### config.mk
export PLATFORM = sky130hd
export DESIGN_NAME = npc_state_sequencer
export DESIGN_NICKNAME = d
export VERILOG_FILES = /design/src/rtl/npc_state_sequencer.sv
export SDC_FILE = /design/constraint.sdc
export NUM_CORES = 1
export LEC_CHECK = 0
export CELL_PAD_IN_SITES_DETAIL_PLACEMENT = 1
export CELL_PAD_IN_SITES_GLOBAL_PLACEMENT = 2
export CORE_MARGIN = 1
export CORE_UTILIZATION = 41
export DETAILED_ROUTE_END_ITERATION = 6
export GPL_TIMING_DRIVEN = 0
export PLACE_DENSITY_LB_ADDON = 0.1
export SLEW_MARGIN = 20
export SYNTH_ARGS = -nofsm -noshare
export SYNTH_HDL_FRONTEND = slang
export SYNTH_SLANG_ARGS = --single-unit
### constraint.sdc
create_clock -name clk -period 19.8 [get_ports clk]
set_input_delay 3.96 -clock clk [delete_from_list [all_inputs] [get_ports clk]]
set_output_delay 3.96 -clock clk [all_outputs]
set_load 0.02 [all_outputs]
### src/rtl/npc_state_sequencer.sv
// NPC state sequencer: walks a three-level three-phase converter from its
// present state to a requested one, one level per phase per update.
//
// Ports:
//   clk        in   sole clock, rising edge
//   rst_n      in   asynchronous active-low reset
//   req_state  in   requested state, 9*la + 3*lb + lc, levels 0=N 1=O 2=P
//   req_valid  in   request strobe
//   req_ready  out  high in IDLE only; a request is taken when valid&ready
//   state      out  present converter state, same encoding as req_state
//   busy       out  high while stepping or dwelling
//   state_chg  out  one-cycle pulse when state has just taken a new value
//   err        out  one-cycle pulse when an out-of-range request is rejected
module npc_state_sequencer #(
    parameter int unsigned MIN_DWELL = 100,
    parameter int unsigned CNT_W     = 16
) (
    input  logic       clk,
    input  logic       rst_n,
    input  logic [4:0] req_state,
    input  logic       req_valid,
    output logic       req_ready,
    output logic [4:0] state,
    output logic       busy,
    output logic       state_chg,
    output logic       err
);

    typedef enum logic [1:0] {
        IDLE  = 2'd0,
        STEP  = 2'd1,
        DWELL = 2'd2
    } fsm_t;

    // All phases at O.
    localparam logic [4:0] ST_RESET = 5'd13;
    localparam logic [4:0] ST_MAX   = 5'd26;

    localparam logic [CNT_W-1:0] DWELL_LD = CNT_W'(MIN_DWELL - 1);
    localparam logic [CNT_W-1:0] CNT_ONE  = CNT_W'(1);
    localparam logic [CNT_W-1:0] CNT_ZERO = '0;

    // With a one-cycle dwell there is no room for a DWELL cycle between
    // consecutive updates, so STEP must chain straight into STEP.
    localparam bit SINGLE_CYCLE = (MIN_DWELL == 1);

    fsm_t             r_fsm;
    logic [4:0]       r_state;
    logic [4:0]       r_tgt;
    logic [CNT_W-1:0] r_cnt;
    logic             r_chg;
    logic             r_err;

    fsm_t             w_fsm_nxt;
    logic [4:0]       w_state_nxt;
    logic [4:0]       w_tgt_nxt;
    logic [CNT_W-1:0] w_cnt_nxt;
    logic             w_chg_nxt;
    logic             w_err_nxt;

    logic             w_accept;
    logic             w_illegal;
    logic [4:0]       w_stepped;
    logic             w_at_tgt;

    // Move one level toward the target level, or hold.
    function automatic logic [1:0] lvl_step(
        input logic [1:0] cur,
        input logic [1:0] tgt
    );
        logic [1:0] r;
        if (cur < tgt) begin
            r = cur + 2'd1;
        end else if (cur > tgt) begin
            r = cur - 2'd1;
        end else begin
            r = cur;
        end
        return r;
    endfunction

    // Split both states into phase levels, step each phase, and rebuild.
    // Seven-bit intermediates keep 9*2 + 3*2 + 2 = 26 well clear of overflow.
    function automatic logic [4:0] state_step(
        input logic [4:0] cur,
        input logic [4:0] tgt
    );
        logic [6:0] c;
        logic [6:0] t;
        logic [1:0] ca, cb, cc;
        logic [1:0] ta, tb, tc;
        logic [1:0] na, nb, nc;
        logic [6:0] sum;
        c   = {2'b00, cur};
        t   = {2'b00, tgt};
        ca  = 2'(c / 7'd9);
        cb  = 2'((c / 7'd3) % 7'd3);
        cc  = 2'(c % 7'd3);
        ta  = 2'(t / 7'd9);
        tb  = 2'((t / 7'd3) % 7'd3);
        tc  = 2'(t % 7'd3);
        na  = lvl_step(ca, ta);
        nb  = lvl_step(cb, tb);
        nc  = lvl_step(cc, tc);
        sum = 7'd9 * {5'b0, na}
            + 7'd3 * {5'b0, nb}
            + {5'b0, nc};
        return 5'(sum);
    endfunction

    assign w_accept  = req_valid && (r_fsm == IDLE);
    assign w_illegal = (req_state > ST_MAX);
    assign w_stepped = state_step(r_state, r_tgt);
    assign w_at_tgt  = (r_state == r_tgt);

    always_comb begin
        w_fsm_nxt   = r_fsm;
        w_state_nxt = r_state;
        w_tgt_nxt   = r_tgt;
        w_cnt_nxt   = r_cnt;
        w_chg_nxt   = 1'b0;
        w_err_nxt   = 1'b0;
        unique case (r_fsm)
            IDLE: begin
                if (w_accept) begin
                    if (w_illegal) begin
                        w_err_nxt = 1'b1;
                    end else if (req_state != r_state) begin
                        w_tgt_nxt = req_state;
                        w_fsm_nxt = STEP;
                    end
                end
            end
            STEP: begin
                w_state_nxt = w_stepped;
                w_chg_nxt   = 1'b1;
                w_cnt_nxt   = DWELL_LD;
                if (SINGLE_CYCLE && (w_stepped != r_tgt)) begin
                    w_fsm_nxt = STEP;
                end else begin
                    w_fsm_nxt = DWELL;
                end
            end
            DWELL: begin
                if (r_cnt != CNT_ZERO) begin
                    w_cnt_nxt = r_cnt - CNT_ONE;
                end
                // The STEP cycle itself is the last cycle of the dwell, so
                // leave one count early when another update is pending.
                if (!w_at_tgt && (r_cnt <= CNT_ONE)) begin
                    w_fsm_nxt = STEP;
                end else if (w_at_tgt && (r_cnt == CNT_ZERO)) begin
                    w_fsm_nxt = IDLE;
                end
            end
            default: begin
                w_fsm_nxt = IDLE;
            end
        endcase
    end

    always_ff @(posedge clk or negedge rst_n) begin
        if (!rst_n) begin
            r_fsm   <= IDLE;
            r_state <= ST_RESET;
            r_tgt   <= ST_RESET;
            r_cnt   <= '0;
            r_chg   <= 1'b0;
            r_err   <= 1'b0;
        end else begin
            r_fsm   <= w_fsm_nxt;
            r_state <= w_state_nxt;
            r_tgt   <= w_tgt_nxt;
            r_cnt   <= w_cnt_nxt;
            r_chg   <= w_chg_nxt;
            r_err   <= w_err_nxt;
        end
    end

    assign req_ready = (r_fsm == IDLE);
    assign busy      = (r_fsm != IDLE);
    assign state     = r_state;
    assign state_chg = r_chg;
    assign err       = r_err;

endmodule

==> impl_metrics.yaml <==
die:
  dieHeight_um: 92.4
  core_area_um2: 7810
  die-area_um2: 8540
  die_x_um: 92.4
  rows: 32
  start_util_pct: 42.9
  num_io_pins: 17
final_layout:
  area_growth_pct: 11.5
  drive_gt1_share_pct: 10.8
  diodes: 0
  utilization_pct: 47.9
  final_cell_mix: "nand2_1, ha_1, inv_1"
  fill_cells: 961
  multi_input_area_um2: 2410
  final_common_cell: "nand2_1"
  regArea_um2: 758
  final_area_um2: 3740
  layout.nets: 470
global_route:
  grt_max_degree: 31
  grt_antenna_before_repair: 0
  grt_pass1_wl_mm: 14.4
  grt_pass1_vias: 3045
  grt_overflow: 0
  grt_use_total_pct: 20.8
placed_design:
  placed_area_um2: 3650
  gp_congestion: 0.840
  pre_cts_slack_ns: 12.16
  portBuffers: 16
  hpwlAfterDp_mm: 6.53
cts:
  max-clock-path-buffers: 2
  clkSinkCount: 30
  postCtsHoldBufs: 0
  clk_pin_slew_ns: 0.07
  insertion_delay_ns: 0.28
  htreeDepth: 2
  clk_root_buffer_cell: "clkbuf_8"
  post_cts_resized: 0
  cts_tree: "built"
  numCtsBuffers: 5
  cts_setup_buffers: 0
setup_path:
  end_kind: "flop"
  critPathTopFamily: "compound AO/OA/AOI/OAI gates"
  worstSetupPathType: "flop to flop"
  cp_slowest_cell: "fa_1"
  worstPathMaxFanout: 10
  crit_arrival_ns: 7.77
  critical_path_buf_inv_count: 5
  reg2reg_slack_ns: 12.22
  worst_ep_required_time_ns: 19.99
  cpMostUsedCell: "ha_1"
  cp-start-kind: "flop"
  slowest_delay_ns: 0.60
power:
  ir_drop_mv: 0.0479
  cellPowerDensity_nw_per_um2: 98.8
  p_leak_nw: 1.62
synthesis:
  syn_area_per_cell_um2: 8.45
  synthTopCellsByArea: "dfrtp_1, ha_1, dfstp_2, nand2_1, xnor2_1"
  synth_cell_types: 79
  ys.flop_type: "dfrtp_1"
  synth_edf_count: 0
  synth_cells: 397
  synth_top_area_share_pct: 17.9
  ys_ff_latch: 30
  ys_warn_count: 0
  async_flop_share_pct: 100
  synth_area_um2: 3350
  synth_seq_area_share_pct: 22.6
  netlist.top_cell.by_area: "dfrtp_1"
sta:
  max_freq_mhz: 132
  tns_ns: 0
  drv_slew: 0
  hold_slack_ns: 0.478
  period_needed_ns: 7.58
  layout_setup_ws_ns: 12.22
  post-route-period-util_pct: 38.3
  worst_slew_pin_slew_ns: 0.688
  finalHoldViolCount: 0
  relSlewSlack_pct: 54.1
  finalClockSkew_ns: 0.0114
  rsz0062_at_grt: "no"
  finalSetupViolCount: 0
route:
  drtPass1Iterations: 4
  vias: 2942
  drcViolationCount: 0
  drt-total-wl_mm: 8.19
  wl_per_cell_um: 15.6
  route.antenna.remaining_nets: 0
  viasPerCell: 5.59
  drt-initial-drc-count: 103
status:
  status: "complete, no violations"
min_path:
  worstHoldPathType: "flop to flop"
flow_run:
  drv_cap: 0
## through the flow
step,std cells,total power [mW]
floorplan,400,0.262
global placement,518,0.313
detailed placement,518,0.323
CTS,526,0.375
global route,526,0.405
finish,526,0.369
## layer usage
layer,wire (µm),vias to the layer above,track usage [%]
met4,13,0,2.08
met3,132,2,3.20
met2,3970,25,36.9
met5,0,-,0
li1,-,1491,-
met1,4080,1424,27.4
## sequential cells by signal, summed over array words and instances (netlist names)
register and cells:
err 1, state 5, r_tgt 5, r_cnt 16, r_fsm 2, state_chg 1
## cells by family (layout without fill, tap and decap cells)
kind of cell | Yosys count | in the layout | synth area share [%]
xor gates and xnor gates | 27 | 27 | 7.28
adders and majority gates | 39 | 39 | 15.2
other | 1 | 4 | 0.112
and+or+nand+nor | 133 | 133 | 20.7
muxes | 14 | 14 | 4.48
AOI/OAI and AO/OA | 106 | 106 | 23.8
DFF | 30 | 30 | 22.6
buffers and inverters | 47 | 71 | 5.78
## synthesized netlist by cell type, drive strengths merged (3+ instances only)
| library cell | instances |
|---|---|
| mux2 | 5 |
| o21a | 3 |
| dfstp | 6 |
| or2 | 6 |
| nor2 | 23 |
| a21oi | 17 |
| nor3 | 9 |
| nor2b | 4 |
| xor2 | 12 |
| nor3b | 3 |
| inv | 30 |
| a31oi | 5 |
| nand2b | 6 |
| or3 | 4 |
| a211oi | 6 |
| o311ai | 4 |
| and3 | 3 |
| o221a | 3 |
| a21o | 4 |
| and2 | 4 |
| nand2 | 41 |
| xnor2 | 15 |
| nor4 | 6 |
| dfrtp | 24 |
| a211o | 3 |
| mux2i | 9 |
| a221oi | 3 |
| ha | 36 |
| nand3 | 13 |
| clkbuf | 7 |
| o31ai | 7 |
| o21ai | 27 |
| buf | 9 |
| fa | 3 |
| o211ai | 4 |
## worst paths after layout
kind                                 startpoint                     to  cells after the start
setup reg to reg           state[1]$_DFFE_PN0P_   state[3]$_DFFE_PN1P_                     32
setup / recovery           state[1]$_DFFE_PN0P_   state[3]$_DFFE_PN1P_                     32
max in group asynchronous                 rst_n  r_cnt[11]$_DFFE_PN0P_                      1
min in group asynchronous                 rst_n   r_cnt[3]$_DFFE_PN0P_                      1
hold / removal             r_cnt[8]$_DFFE_PN0P_   r_cnt[8]$_DFFE_PN0P_                      1
hold reg to reg            r_cnt[8]$_DFFE_PN0P_   r_cnt[8]$_DFFE_PN0P_                      1
## where the power goes
| group | switching (mW) | internal, mW | leakage (nW) |
|---|---|---|---|
| Clock | 0.0227 | 0.0283 | 0.0455 |
| Sequential | 0.00185 | 0.0629 | 0.355 |
| Combinational | 0.140 | 0.113 | 1.22 |
| Total | 0.165 | 0.205 | 1.62 |
## area by class of cell
| type | count | area share (%) |
|---|---|---|
| Buffer | 16 | 2.08 |
| Clock buffer | 8 | 2.41 |
| Inverter | 31 | 3.11 |
| Multi-Input combinational cell | 323 | 64.5 |
| Sequential cell | 30 | 20.3 |
| Tap cell | 102 | 3.41 |
| Timing Repair Buffer | 16 | 4.15 |
## worst reg2reg max path: cells and delay by family, from the launching register on
| family | cells | cell delay, ns |
|---|---|---|
| and+or+nand+nor | 9 | 1.64 |
| adders and majority gates | 6 | 1.98 |
| muxes | 2 | 0.48 |
| buffers and inverters | 5 | 0.72 |
| AOI/OAI and AO/OA | 10 | 2.21 |
| DFF | 1 | 0.49 |
(Power assumes the default switching activity.)
